[src/rtl/proc_pkg.sv]
// Shared definitions for the decode/operand-fetch stage: instruction field
// positions, opcode constants, shift encodings and the ID/EX register layout.
package proc_pkg;

  localparam int unsigned XLEN      = 32;
  localparam int unsigned RADDR_W   = 4;
  localparam int unsigned NREGS     = 15;  // R0..R14 stored; R15 is the PC
  localparam int unsigned PC_OFFSET = 8;

  localparam logic [RADDR_W-1:0] REG_PC = 4'd15;

  // Instruction field positions
  localparam int unsigned COND_MSB   = 31;
  localparam int unsigned COND_LSB   = 28;
  localparam int unsigned I_BIT      = 25;
  localparam int unsigned OP_MSB     = 24;
  localparam int unsigned OP_LSB     = 21;
  localparam int unsigned S_BIT      = 20;
  localparam int unsigned RN_MSB     = 19;
  localparam int unsigned RN_LSB     = 16;
  localparam int unsigned RD_MSB     = 15;
  localparam int unsigned RD_LSB     = 12;
  localparam int unsigned SHAMT_MSB  = 11;
  localparam int unsigned SHAMT_LSB  = 7;
  localparam int unsigned SHTYPE_MSB = 6;
  localparam int unsigned SHTYPE_LSB = 5;
  localparam int unsigned RM_MSB     = 3;
  localparam int unsigned RM_LSB     = 0;

  // Opcode constants
  localparam logic [3:0] OP_ADD = 4'b0100;
  localparam logic [3:0] OP_MOV = 4'b1101;

  typedef enum logic [1:0] {SH_LSL, SH_LSR, SH_ASR, SH_RSV} shift_t;

  typedef struct packed {
    logic            valid;
    logic [3:0]      cond;
    logic [3:0]      op;
    logic            fun;
    logic            set_flags;
    logic [4:0]      shift_amount;
    shift_t          shift_type;
    logic [3:0]      rd_addr;
    logic [XLEN-1:0] rd1;
    logic [XLEN-1:0] rd2;
  } id_ex_t;

  // imm8 rotated right by twice the 4-bit rotate field; doubling the word
  // turns the rotate into a plain right shift.
  function automatic logic [XLEN-1:0] expand_imm(input logic [11:0] imm12);
    logic [4:0]        rot;
    logic [2*XLEN-1:0] dbl;
    rot = {imm12[11:8], 1'b0};
    dbl = {24'h0, imm12[7:0], 24'h0, imm12[7:0]};
    dbl = dbl >> rot;
    return dbl[XLEN-1:0];
  endfunction

endpackage

[src/rtl/reg_file.sv]
// 15x32 register file with two combinational read ports, one synchronous
// write port, write-to-read bypass and R15 reads returning pc + PC_OFFSET.
module reg_file
  import proc_pkg::*;
(
  input  logic               clk,
  input  logic               rst_n,
  input  logic [RADDR_W-1:0] raddr1,
  input  logic [RADDR_W-1:0] raddr2,
  output logic [XLEN-1:0]    rdata1,
  output logic [XLEN-1:0]    rdata2,
  input  logic               wen,
  input  logic [RADDR_W-1:0] waddr,
  input  logic [XLEN-1:0]    wdata,
  input  logic [XLEN-1:0]    pc
);

  logic [XLEN-1:0] mem_q [NREGS];
  logic [XLEN-1:0] pc_rd;
  logic            wr_ok;

  assign pc_rd = pc + XLEN'(PC_OFFSET);
  assign wr_ok = wen && (waddr != REG_PC);

  // Read ports: R15 injection first, then same-cycle write bypass, then storage
  always_comb begin
    if (raddr1 == REG_PC) begin
      rdata1 = pc_rd;
    end else if (wr_ok && (waddr == raddr1)) begin
      rdata1 = wdata;
    end else begin
      rdata1 = mem_q[raddr1];
    end
    if (raddr2 == REG_PC) begin
      rdata2 = pc_rd;
    end else if (wr_ok && (waddr == raddr2)) begin
      rdata2 = wdata;
    end else begin
      rdata2 = mem_q[raddr2];
    end
  end

  // Storage: synchronous clear on reset, writes to R15 dropped
  always_ff @(posedge clk) begin
    if (!rst_n) begin
      for (int i = 0; i < NREGS; i++) begin
        mem_q[i] <= '0;
      end
    end else if (wr_ok) begin
      mem_q[waddr] <= wdata;
    end
  end

endmodule

[src/rtl/operand_fetch_stage.sv]
// Decode/operand-fetch stage: slices the instruction into shifter/ALU
// controls, fetches operands, builds the rotated immediate and registers the
// result into the ID/EX pipeline register (reset > flush > stall > load).
module operand_fetch_stage
  import proc_pkg::*;
(
  input  logic               clk,
  input  logic               rst_n,
  input  logic               in_valid,
  input  logic [31:0]        instr,
  input  logic [XLEN-1:0]    pc,
  input  logic               stall,
  input  logic               flush,
  input  logic               wb_en,
  input  logic [RADDR_W-1:0] wb_addr,
  input  logic [XLEN-1:0]    wb_data,
  output logic               out_valid,
  output logic [3:0]         out_cond,
  output logic [3:0]         out_op,
  output logic               out_fun,
  output logic               out_set_flags,
  output logic [4:0]         out_shift_amount,
  output logic [1:0]         out_shift_type,
  output logic [3:0]         out_rd_addr,
  output logic [XLEN-1:0]    out_rd1,
  output logic [XLEN-1:0]    out_rd2
);

  logic [XLEN-1:0] rn_data;
  logic [XLEN-1:0] rm_data;
  logic [XLEN-1:0] ext_imm;
  id_ex_t          id_ex_d;
  id_ex_t          id_ex_q;

  // Class bits and the register-shift flag (instr[4]) are not used by this stage
  logic unused_instr_bits;
  assign unused_instr_bits = ^{instr[27:26], instr[4]};

  reg_file u_reg_file (
    .clk    (clk),
    .rst_n  (rst_n),
    .raddr1 (instr[RN_MSB:RN_LSB]),
    .raddr2 (instr[RM_MSB:RM_LSB]),
    .rdata1 (rn_data),
    .rdata2 (rm_data),
    .wen    (wb_en),
    .waddr  (wb_addr),
    .wdata  (wb_data),
    .pc     (pc)
  );

  assign ext_imm = expand_imm(instr[11:0]);

  // Next ID/EX entry: fields always decoded, valid follows in_valid
  always_comb begin
    id_ex_d              = '0;
    id_ex_d.valid        = in_valid;
    id_ex_d.cond         = instr[COND_MSB:COND_LSB];
    id_ex_d.op           = instr[OP_MSB:OP_LSB];
    id_ex_d.fun          = instr[I_BIT];
    id_ex_d.set_flags    = instr[S_BIT];
    id_ex_d.shift_amount = instr[SHAMT_MSB:SHAMT_LSB];
    id_ex_d.shift_type   = shift_t'(instr[SHTYPE_MSB:SHTYPE_LSB]);
    id_ex_d.rd_addr      = instr[RD_MSB:RD_LSB];
    id_ex_d.rd1          = rn_data;
    id_ex_d.rd2          = instr[I_BIT] ? ext_imm : rm_data;
  end

  // ID/EX register: flush inserts an all-zero bubble, stall holds
  always_ff @(posedge clk) begin
    if (!rst_n) begin
      id_ex_q <= '0;
    end else if (flush) begin
      id_ex_q <= '0;
    end else if (!stall) begin
      id_ex_q <= id_ex_d;
    end
  end

  assign out_valid        = id_ex_q.valid;
  assign out_cond         = id_ex_q.cond;
  assign out_op           = id_ex_q.op;
  assign out_fun          = id_ex_q.fun;
  assign out_set_flags    = id_ex_q.set_flags;
  assign out_shift_amount = id_ex_q.shift_amount;
  assign out_shift_type   = id_ex_q.shift_type;
  assign out_rd_addr      = id_ex_q.rd_addr;
  assign out_rd1          = id_ex_q.rd1;
  assign out_rd2          = id_ex_q.rd2;

endmodule

[config.mk]
export PLATFORM = sky130hd
export DESIGN_NAME = operand_fetch_stage
export DESIGN_NICKNAME = d
export VERILOG_FILES = /design/src/rtl/proc_pkg.sv /design/src/rtl/reg_file.sv /design/src/rtl/operand_fetch_stage.sv
export SDC_FILE = /design/constraint.sdc
export NUM_CORES = 1
export LEC_CHECK = 0
export ABC_AREA = 1
export BUFFER_PORTS_ARGS = -buffer_cell sky130_fd_sc_hd__buf_2
export CORE_MARGIN = 2
export CORE_UTILIZATION = 35
export DETAILED_ROUTE_END_ITERATION = 8
export HOLD_SLACK_MARGIN = 0.05
export PLACE_DENSITY = 0.58
export SYNTH_ARGS = -nofsm -noshare
export SYNTH_HDL_FRONTEND = slang
export SYNTH_SLANG_ARGS = --single-unit
[constraint.sdc]
create_clock -name clk -period 3.05 [get_ports clk]
set_input_delay 0.4575 -clock clk [delete_from_list [all_inputs] [get_ports clk]]
set_output_delay 0.4575 -clock clk [all_outputs]
set_load 0.02 [all_outputs]
# Yosys cells after proc, flatten, opt, wreduce, memory -nomap -nowiden
# Memory sizes are Yosys's and may differ from the RTL's.
# Cells that the tools add are included.
# totals
register_bits,86
latchBits,0
mem_bits_rw,480
romBits,0
wordCells,36
n_memories,1
# memory_table
memory,words,width,rd,rd_ports_with_merged_regs,wr,line,text
u_reg_file.mem_q,15,32,2,0,15,reg_file.sv:18,logic [XLEN-1:0] mem_q [NREGS];
# op_classes
addsub,1
n_mul,0
div_mod_pow,0
n_lt_le_gt_ge,0
n_eq_ne,5
n_shift,1
n_mux,12
n_bitwise,1
n_reduce_logical,5
# op_table
operator,n
$mux W32,6
$shr A40 B5 Y32,1
$add A32 B4 Y32 const B,1
$reduce_or A32 Y1,1
$eq A4 B4 Y1,2
$eq A4 B4 Y1 const B,2
$mux W1,5
$mux W4,1
$ne A4 B4 Y1 const B,1
$logic_and A1 B1 Y1,3
$reduce_or A2 Y1,1
$not A1 Y1,1

# Logic depth before layout (Yosys ltp)
# Gate-level depths: netlist (run 1).
# depth
ltp_word,7
depth_mapped,15
ltp_nobuf,13

# By module
# From an unflattened synthesis (run 1), not the netlist that was laid out.
# hier_totals
cells_unflattened,4790
area_unflattened_um2,34948.5
# modules_own_cells
mod,n_inst,cells_each,area_each_um2,seq_area_each_um2
reg_file,1,4268,31149.9,15374.7
operand_fetch_stage,1,522,3798.6,1721.7

# Worst setup path before layout (run 1)
# Ideal clock, no wire load.
# synth_path
kind,in2reg
start,input rst_n
end,memory u_reg_file.mem_q[1][0] (enable)
setup_ns,0.389
arrival_ns,2.185
slack_ns,0.476
cell_stages,8
path_buffers,2
cell_sequence,clkbuf_1 inv_1 nor3_2 nand3_1 inv_1 nand2_1 clkbuf_1 nand2_1
# synth_lines
item,line,text
"start, declared",operand_fetch_stage.sv:8,"input logic rst_n,"
"end, declared",reg_file.sv:18,

# Worst setup path in the final report (run 1)
# layout_path
start,input instr[18]
end,register id_ex_q (netlist bit out_rd1[6])
# layout_via
elab_chain_len,4
word_cells_on_any_way,6
# layout_lines
item,line,text
"start, declared",operand_fetch_stage.sv:10,"input logic [31:0] instr,"
branches (longest 3 deep; another with $mem_v2 Z15 W32),n/a,
$mux W32 *,reg_file.sv:27,if (raddr1 == REG_PC) begin
"end signal, assigned",operand_fetch_stage.sv:76,id_ex_q <= id_ex_d;
"end, declared",operand_fetch_stage.sv:33,id_ex_t id_ex_q;
# Mark *: on every way between the ends.
# A chain may end at the register's enable or synchronous reset.

==> results.txt, run 1 <==
----------------------------------------------------
[Floorplanning]
  X dimension of the die ... 314 um
  Core Rows ... 113
  Total die area ... 0.0987 mm^2
  Ports placed on the boundary ... 192
  Floorplan die height ... 314 um
  Standard cell core area ... 0.0952 mm^2
  Starting utilization of the core area ... 35.4%

[Layout]
  Final core utilization ... 40.6%
  Proportion of layout cells with a drive suffix above 1 ... 9.67%
  Total number of nets in the final design ... 4571
  Leading cell type in the layout, fill and taps excluded ... sky130_fd_sc_hd__nand2_1
  Filler Cell Count ... 9616
  P&R area growth vs syn ... 14.8%
  Most frequent cells in the layout ... sky130_fd_sc_hd__nand2_1, sky130_fd_sc_hd__nor2_1, sky130_fd_sc_hd__edfxtp_1, sky130_fd_sc_hd__o21ai_0, sky130_fd_sc_hd__inv_1
  Combined flip-flop and latch cell area ... 0.0171 mm^2
  Multi-input gate area in the final layout ... 0.0138 mm^2

[Drt]
  Number of nets still failing antenna checks after routing ... 0
  # DRC ... 0
  Vias post-DR ... 31.3k
  Total wire length ... 125000 um
  Violation count after the first detailed-route iteration ... 3519
  Average detailed-routed wire length per instance ... 21.6 um
  First-pass iteration count of the detailed router ... 8
  Vias/cell ... 5.41

[Placed design]
  Final RePlAce weighted congestion ... 0.940
  Detailed-placement wirelength estimate ... 78600 um
  IO Port Bufs ... 189

[Setup path]
  Largest driver fanout on the critical path ... 21
  Slack of the worst reg-to-reg path ... 1.41 ns
  Crit path launch type ... input port
  Type of the worst setup path ... in2reg
  Required time worst endpoint ... 3.61 ns
  Origin of the critical flop-to-flop path ... u_reg_file.mem_q[1][8]$_SDFFCE_PN0P_
  Arrival time at the worst endpoint ... 2.61 ns
  Worst setup EP type ... register
  Capture point of the worst reg-to-reg path ... out_rd1[8]$_SDFFE_PP0N_
  Launching instance or port of the critical path ... instr[18]
  Number of cell instances on the worst register-to-register path ... 8

[Clock network]
  Clock network latency to the later pin of the worst-skew pair ... 0.64 ns
  Number of clock buffers inserted by TritonCTS ... 68
  Maximum buffer depth of the clock tree ... 3
  CTS tree ... done
  Total clock sinks ... 598
  Number of H-tree levels ... 3
  Quantity of gates resized following cts ... 0
  Clock root buffer ... sky130_fd_sc_hd__clkbuf_16
  Reg clk slew, reported paths ... 0.06 ns

[Logic synthesis]
  Combined area of all synthesized cells ... 0.0337 mm^2
  Cell types occupying the most area after synthesis ... sky130_fd_sc_hd__edfxtp_1, sky130_fd_sc_hd__nand2_1, sky130_fd_sc_hd__nor2_1, sky130_fd_sc_hd__o21ai_0, sky130_fd_sc_hd__a21oi_1
  Synth Flop Type ... sky130_fd_sc_hd__edfxtp_1
  Synth Area in Adders ... 0.0372%
  Mapped Avg Cell Area ... 7.70 um^2
  Number of synthesized flops with an enable pin ... 512
  Total of flip-flops plus latches after synthesis ... 598
  Share of synthesized area spent on multiplexers ... 0%
  Distinct cells, synth ... 33
  Sequential fraction of the synthesis area ... 50.8%
  Fraction of post-synthesis cell area in the top cell type by area ... 45.7%
  Async SR Flop Fraction ... 0%
  Cell count after synthesis ... 4369
  Synth Area in XOR/XNOR ... 0.390%
  Basic-gate share of the synthesized area counting and, or, nand and nor cells ... 24.3%
  Synth Area in Compound Gates ... 15.7%
  Largest family of logic cells by synthesized area ... simple AND/OR/NAND/NOR gates
  Number of warnings reported in the yosys synthesis log ... 0
  Most area-hungry cell type in the Yosys netlist ... sky130_fd_sc_hd__edfxtp_1

[Hold path]
  Number of instances on the worst hold path ... 3
  Classification of the worst-slack hold path ... in2reg
  Critical hold path startpoint ... instr[20]
  End of the worst hold path ... out_set_flags$_SDFFE_PP0N_

[Status]
  Status ... finished, final reports clean

[STA]
  Post-route clock skew ... 0.0155 ns
  Slew headroom ... 31.0%
  Final period util ... 67.3%
  Achievable clock frequency ... 487 MHz
  Hold Fails Final Rpt ... 0
  Count of final max-slew check failures ... 0
  Final sum of negative setup slack ... 0 ns
  Transition time of the tightest slew-check pin ... 1.03 ns
  Final number of setup-violating endpoints ... 0
  Shortest period the worst path allows ... 2.05 ns
  RSZ-0062 raised after global routing ... false

[Power]
  PwrDens ... 534 mW/mm^2
  Max rail drop VDD ... 0.000453 V
  Pleak ... 0.0164 uW

[Global route]
  Grt met2 use ... 38.9%
  Most Used Layer, Global Route ... met2
  All-Layer GR Usage ... 24.6%
  Global-route wire length before repair ... 183000 um
  Largest net degree at the start of global routing ... 128
  Met1 capacity usage during global routing ... 33.5%
  Total grt overflow ... 0
  GRT met3 Usage ... 3.35%
  Number of global-route vias before repair ... 29.0k
  Antenna violations before repair ... 4

[Flow run]
  Maxcap violations ... 0

----------------------------------------------------
==> stage by stage <==
stage / cells / instance area [um^2] / hold WS [ns] / setup WS [ns] / power [uW]
after floorplan: 4400 / 33800 / 0.545 / 0.476 / 11400
after global placement: 5628 / 36200 / 0.449 / 0.454 / 12600
after detailed placement: 5628 / 36200 / 0.454 / 0.460 / 12600
after CTS: 5783 / 38600 / 0.0508 / 1.12 / 20700
after global routing: 5784 / 38600 / 0.0635 / 0.932 / 21300
final: 5784 / 38600 / 0.0741 / 0.997 / 20600
==> worst max-delay path, stage by stage <==
cell and delay, ns:
sky130_fd_sc_hd__buf_2 0.19, sky130_fd_sc_hd__xor2_1 0.19, sky130_fd_sc_hd__nor2_1 0.33, sky130_fd_sc_hd__nand3_2 0.19, sky130_fd_sc_hd__inv_2 0.56, sky130_fd_sc_hd__buf_4 0.30, sky130_fd_sc_hd__a21oi_1 0.08, sky130_fd_sc_hd__nand2_1 0.07
sky130_fd_sc_hd__nand2_1 0.09, sky130_fd_sc_hd__a21oi_1 0.14
==> routing by layer <==
metal / routed length [um] / vias up
li1: - / 14664
met1: 51700 / 14905
met2: 56800 / 1469
met3: 10600 / 261
met4: 5890 / 4
met5: 31 / -
==> registers in the layout, indices dropped and copies added (netlist names) <==
name and cells:
u_reg_file.mem_q 512, out_rd1 32, out_rd2 32, out_shift_amount 5, out_cond 4, out_op 4
out_rd_addr 4, out_shift_type 2, out_fun 1, out_set_flags 1, out_valid 1
==> layout make-up <==
class,count,area share (%)
sequential,598,44.3
multi-input combinational,3071,35.7
timing repair buffer,338,6.70
clock buffer,92,4.85
tap,1265,4.10
inverter,387,3.76
clock inverter,32,0.648
antenna,1,0.00648
==> report_power, final <==
part / switching, uW / leakage (uW) / internal [uW] / total, uW
combinational: 2150 / 0.00971 / 851 / 3000
clock: 3530 / 0.00105 / 4580 / 8120
sequential: 181 / 0.00559 / 9330 / 9510
==> synth_stat cells (all sizes together), types with 2 or more instances <==
cell type	instances
o21ai	446
clkinv	18
nand2	1013
inv	369
edfxtp	512
nand3b	6
nor3	16
dfxtp	86
a21oi	359
a221oi	2
buf	158
nand3	262
xor2	10
nor2	725
a211oi	2
nand4	26
o211ai	157
xnor2	5
clkbuf	186
a31oi	8
==> logic make-up (layout without fill, tap and decap cells) <==
family	after synthesis	in the layout
AO/OA/AOI/OAI	974	974
buffers and inverters	731	849
adder cells (fa/ha/maj)	1	1
XOR/XNOR	15	15
other	1	33
flip-flops	598	598
AND/OR/NAND/NOR	2049	2049
==> how the worst max path moves through the flow <==
stage | slack (ns) | endpoint | cells after the start
6_report | 1.0 | out_rd1[6]$_SDFFE_PP0N_ | 10
5_1_grt | 0.93 | out_rd1[31]$_SDFFE_PP0N_ | 10
4_1_cts | 1.12 | out_rd1[6]$_SDFFE_PP0N_ | 10
3_5_place_dp | 0.46 | out_rd1[6]$_SDFFE_PP0N_ | 10
3_3_place_gp | 0.45 | out_rd1[6]$_SDFFE_PP0N_ | 10
2_1_floorplan | 0.48 | u_reg_file.mem_q[1][0]$_SDFFCE_PN0P_ | 8
==> timing repair <==
item / CTS / global route
hold endpoints to repair: 31 / 0
buffers inserted: 0 / 0
hold buffers: 31 / 0
Note: power is estimated with default switching activity, not from simulation.
==> run 2: changes to the inputs <==
--- a/config.mk
+++ b/config.mk
@@ -5,13 +5,13 @@
 export SDC_FILE = /design/constraint.sdc
 export NUM_CORES = 1
 export LEC_CHECK = 0
-export ABC_AREA = 1
+export ABC_AREA = 0
 export BUFFER_PORTS_ARGS = -buffer_cell sky130_fd_sc_hd__buf_2
 export CORE_MARGIN = 2
 export CORE_UTILIZATION = 35
 export DETAILED_ROUTE_END_ITERATION = 8
 export HOLD_SLACK_MARGIN = 0.05
-export PLACE_DENSITY = 0.58
+export PLACE_DENSITY = 0.6
 export SYNTH_ARGS = -nofsm -noshare
 export SYNTH_HDL_FRONTEND = slang
 export SYNTH_SLANG_ARGS = --single-unit
==> constraint.sdc (replaced) <==
create_clock -name clk -period 1.7 [get_ports clk]
set_input_delay 0.255 -clock clk [delete_from_list [all_inputs] [get_ports clk]]
set_output_delay 0.255 -clock clk [all_outputs]
set_load 0.02 [all_outputs]
==> results.txt, run 2 <==
----------------------------------------------------
[Status]
  Status ... complete, but fails checks (was finished, final reports clean)
  Violations in the final reports ... setup timing

[Drt]
  Vias post-DR ... 24.8k (was 31.3k)
  # DRC ... 0 (unchanged)
  Length of routed met3 wiring ... 13200 um (was 10600 um)
  Vias/cell ... 5.92 (was 5.41)
  Topmost layer with routed signal wires ... met5 (unchanged)
  DRT met1 WL ... 47400 um (was 51700 um)
  First-pass iteration count of the detailed router ... 5 (was 8)
  Total wire length ... 124000 um (was 125000 um)
  Average detailed-routed wire length per instance ... 29.6 um (was 21.6 um)
  Metal2 WL ... 58200 um (was 56800 um)
  Number of nets still failing antenna checks after routing ... 0 (unchanged)
  Violation count after the first detailed-route iteration ... 3276 (was 3519)

[STA]
  Minimum setup slack in the final design ... -0.222 ns (was 0.997 ns)
  Transition time of the tightest slew-check pin ... 0.665 ns (was 1.03 ns)
  Slew headroom ... 55.7% (was 31.0%)
  Post-route clock skew ... 0.0225 ns (was 0.0155 ns)
  Count of final max-slew check failures ... 0 (unchanged)
  Shortest period the worst path allows ... 1.92 ns
  Final period util ... 113%
  Final number of setup-violating endpoints ... 28 (was 0)
  Min Hold Slack ... 0.0631 ns (was 0.0741 ns)
  Achievable clock frequency ... 520 MHz
  Hold Fails Final Rpt ... 0 (unchanged)
  RSZ-0062 raised after global routing ... true (was false)

[Floorplanning]
  Ports placed on the boundary ... 192 (unchanged)
  X dimension of the die ... 307 um (was 314 um)
  Starting utilization of the core area ... 35.2% (was 35.4%)
  Core Rows ... 111 (was 113)
  Total die area ... 0.0944 mm^2 (was 0.0987 mm^2)
  Floorplan die height ... 307 um (was 314 um)
  Standard cell core area ... 0.0914 mm^2 (was 0.0952 mm^2)

[Layout]
  Leading cell type in the layout, fill and taps excluded ... sky130_fd_sc_hd__edfxtp_1 (was sky130_fd_sc_hd__nand2_1)
  Finished Layout Cells ... 4183 (was 5784)
  Filler Cell Count ... 8016 (was 9616)
  Proportion of layout cells with a drive suffix above 1 ... 41.3% (was 9.67%)
  Largest register FFs ... 512 (unchanged)
  Combined flip-flop and latch cell area ... 0.0171 mm^2 (unchanged)
  Total number of nets in the final design ... 3046 (was 4571)
  Largest reg by FF count ... u_reg_file.mem_q (unchanged)
  Most frequent cells in the layout ... sky130_fd_sc_hd__edfxtp_1, sky130_fd_sc_hd__and2_1, sky130_fd_sc_hd__buf_4, sky130_fd_sc_hd__mux4_2, sky130_fd_sc_hd__buf_2 (was sky130_fd_sc_hd__nand2_1, sky130_fd_sc_hd__nor2_1, sky130_fd_sc_hd__edfxtp_1, sky130_fd_sc_hd__o21ai_0, sky130_fd_sc_hd__inv_1)
  Multi-input gate area in the final layout ... 0.0154 mm^2 (was 0.0138 mm^2)
  Final non-filler cell area ... 0.0420 mm^2 (was 0.0386 mm^2)
  P&R area growth vs syn ... 30.5% (was 14.8%)

[Hold path]
  Classification of the worst-slack hold path ... in2reg (unchanged)
  Number of instances on the worst hold path ... 1 (was 3)

[Clock network]
  Reg clk slew, reported paths ... 0.06 ns (about the same)
  Number of H-tree levels ... 3 (unchanged)
  Clock network latency to the later pin of the worst-skew pair ... 0.63 ns (was 0.64 ns)
  Clock root buffer ... sky130_fd_sc_hd__clkbuf_16 (unchanged)
  Maximum buffer depth of the clock tree ... 3 (unchanged)
  Number of clock buffers inserted by TritonCTS ... 66 (was 68)
  Total clock sinks ... 598 (unchanged)
  CTS tree ... done (unchanged)

[Power]
  Max rail drop VDD ... 0.000589 V (was 0.000453 V)
  Fraction of power spent switching nets ... 26.5% (was 28.4%)
  Switching power summed over all nets ... 10100 uW (was 5860 uW)
  Cell internal power dissipation ... 28100 uW (was 14800 uW)
  Pleak ... 0.0153 uW (was 0.0164 uW)
  Total design power ... 38100 uW (was 20600 uW)
  Share of total power in sequential cells ... 45.2% (was 46.1%)
  Share of total power in combinational logic ... 16.3% (was 14.5%)
  Clk pwr share ... 38.5% (was 39.4%)
  PwrDens ... 908 mW/mm^2 (was 534 mW/mm^2)

[Setup path]
  Number of cell instances on the worst register-to-register path ... 7 (was 8)
  Type of the worst setup path ... reg2reg (was in2reg)
  Arrival time at the worst endpoint ... 2.43 ns (was 2.61 ns)
  Largest driver fanout on the critical path ... 2 (was 21)
  Required time worst endpoint ... 2.21 ns (was 3.61 ns)
  Crit path launch type ... register (was input port)
  Worst setup EP type ... register (unchanged)

[Logic synthesis]
  Cell count after synthesis ... 2403 (was 4369)
  Leading cell type by number of instances after synthesis ... sky130_fd_sc_hd__edfxtp_1 (was sky130_fd_sc_hd__nand2_1)
  Most frequent cells after synthesis ... sky130_fd_sc_hd__edfxtp_1, sky130_fd_sc_hd__and2_1, sky130_fd_sc_hd__mux4_2, sky130_fd_sc_hd__clkbuf_1, sky130_fd_sc_hd__a211oi_1 (was sky130_fd_sc_hd__nand2_1, sky130_fd_sc_hd__nor2_1, sky130_fd_sc_hd__edfxtp_1, sky130_fd_sc_hd__o21ai_0, sky130_fd_sc_hd__inv_1)
  Distinct cells, synth ... 70 (was 33)
  Combined area of all synthesized cells ... 0.0322 mm^2 (was 0.0337 mm^2)
  Cell types occupying the most area after synthesis ... sky130_fd_sc_hd__edfxtp_1, sky130_fd_sc_hd__mux4_2, sky130_fd_sc_hd__and2_1, sky130_fd_sc_hd__dfxtp_1, sky130_fd_sc_hd__mux2i_1 (was sky130_fd_sc_hd__edfxtp_1, sky130_fd_sc_hd__nand2_1, sky130_fd_sc_hd__nor2_1, sky130_fd_sc_hd__o21ai_0, sky130_fd_sc_hd__a21oi_1)
  Async SR Flop Fraction ... 0% (unchanged)
  Number of synthesized flops with an enable pin ... 512 (unchanged)
  Most area-hungry cell type in the Yosys netlist ... sky130_fd_sc_hd__edfxtp_1 (unchanged)
  Number of warnings reported in the yosys synthesis log ... 0 (unchanged)
  Total of flip-flops plus latches after synthesis ... 598 (unchanged)
  Mapped Avg Cell Area ... 13.4 um^2 (was 7.70 um^2)
  Sequential fraction of the synthesis area ... 53.1% (was 50.8%)
  Synth Flop Type ... sky130_fd_sc_hd__edfxtp_1 (unchanged)
  Fraction of post-synthesis cell area in the top cell type by area ... 47.8% (was 45.7%)

[Global route]
  Number of global-route vias before repair ... 25.2k (was 29.0k)
  Largest net degree at the start of global routing ... 33 (was 128)
  Total grt overflow ... 0 (unchanged)
  Antenna violations before repair ... 8 (was 4)
  Global-route wire length before repair ... 176000 um (was 183000 um)
  All-Layer GR Usage ... 25.8% (was 24.6%)

[Placed design]
  Placed Cells ... 4012 (was 5628)
  Standard cell area after detailed placement ... 0.0385 mm^2 (was 0.0362 mm^2)
  Detailed-placement wirelength estimate ... 86700 um (was 78600 um)
  Final RePlAce weighted congestion ... 0.949 (was 0.940)
  IO Port Bufs ... 189 (unchanged)

[Flow run]
  Maxcap violations ... 0 (unchanged)

----------------------------------------------------
==> run 2: cell count changes in the layout (fill, tap and decap cells not counted), sizes merged, moves of 54 or more <==
cell / previous run / this run
nor2b: 0 / 54
a21oi: 359 / 80
and2: 0 / 450
o211ai: 157 / 9
mux4: 0 / 255
nand2: 1013 / 63
buf: 306 / 636
nand3: 262 / 14
nor2: 725 / 90
mux2i: 0 / 86
a211oi: 2 / 96
inv: 372 / 18
o21ai: 446 / 70
==> run 2: repair_timing <==
| item | 4_1_cts | 5_1_grt |
|---|---|---|
| cloned | 0 | 1 |
| resized for setup | 101 | 74 |
| buffers inserted | 2 | 2 |
| hold buffers | 42 | 0 |
| endpoints found under the hold margin | 42 | 0 |
| endpoints found under the setup margin | 49 | 61 |
| pin swaps | 71 | 57 |
==> run 2: per-layer routing <==
metal,vias up,track usage [%]
li1,10293,-
met4,6,10.1
met5,-,0
met1,12614,33.7
met2,1569,41.7
met3,282,6.07
==> run 2: layout make-up <==
class | instances | share of cell area [%]
Antenna cell | 4 | 0.0238
Clock buffer | 81 | 4.24
Clock inverter | 41 | 0.956
Inverter | 16 | 0.143
Multi-Input combinational cell | 1577 | 36.6
Sequential cell | 598 | 40.7
Tap cell | 1186 | 3.53
Timing Repair Buffer | 680 | 13.8
==> run 2: worst max-delay path, stage by stage, from the launching register on <==
cell	delay [ns]
sky130_fd_sc_hd__edfxtp_1	0.41
sky130_fd_sc_hd__mux4_2	0.51
sky130_fd_sc_hd__mux2i_4	0.20
sky130_fd_sc_hd__mux2i_1	0.11
sky130_fd_sc_hd__a211oi_1	0.22
sky130_fd_sc_hd__buf_4	0.18
sky130_fd_sc_hd__a211o_1	0.12
sky130_fd_sc_hd__a21oi_1	0.06
==> run 2: path summary, 6_finish.rpt <==
kind | startpoint | to | slack (ns)
max | u_reg_file.mem_q[5][20]$_SDFFCE_PN0P_ | out_rd2[20]$_SDFFE_PP0N_ | -0.22
min | wb_data[28] | u_reg_file.mem_q[15][28]$_DFFE_PP_ | 0.06
max reg2reg | u_reg_file.mem_q[5][20]$_SDFFCE_PN0P_ | out_rd2[20]$_SDFFE_PP0N_ | -0.22
min reg2reg | out_cond[3]$_SDFFE_PP0N_ | out_cond[3]$_SDFFE_PP0N_ | 0.49
==> run 2: through the flow <==
step	util, %	setup TNS (ns)	worst slack (ns)
3_5_place_dp	42.2	-166.11	-0.774
4_1_cts	45.5	-1.75	-0.192
5_1_grt	46.0	-4.53	-0.278
3_3_place_gp	42.2	-151.62	-0.791
6_report	46.0	-2.33	-0.222
2_1_floorplan	-	-59.34	-0.317
==> run 2: power groups by stage <==
stage | clock [uW] | combinational (uW) | sequential, uW
5_1_grt | 15300 | 6460 | 17300
2_1_floorplan | 0 | 3160 | 17400
3_3_place_gp | 0 | 5600 | 17400
3_5_place_dp | 0 | 5660 | 17500
4_1_cts | 14800 | 5980 | 17200
6_report | 14700 | 6210 | 17200
==> run 2: cell families (layout without fill, tap and decap cells) <==
family / Yosys count / count (layout) / share of synthesized area, %
AO/OA/AOI/OAI: 367 / 367 / 7.59
buffers and inverters: 259 / 818 / 3.34
adder cells (fa/ha/maj): 1 / 1 / 0.0389
AND/OR/NAND/NOR: 791 / 791 / 14.1
multiplexers: 351 / 351 / 20.9
other: 1 / 36 / 0.0117
XOR/XNOR: 35 / 35 / 0.952
flip-flops: 598 / 598 / 53.1
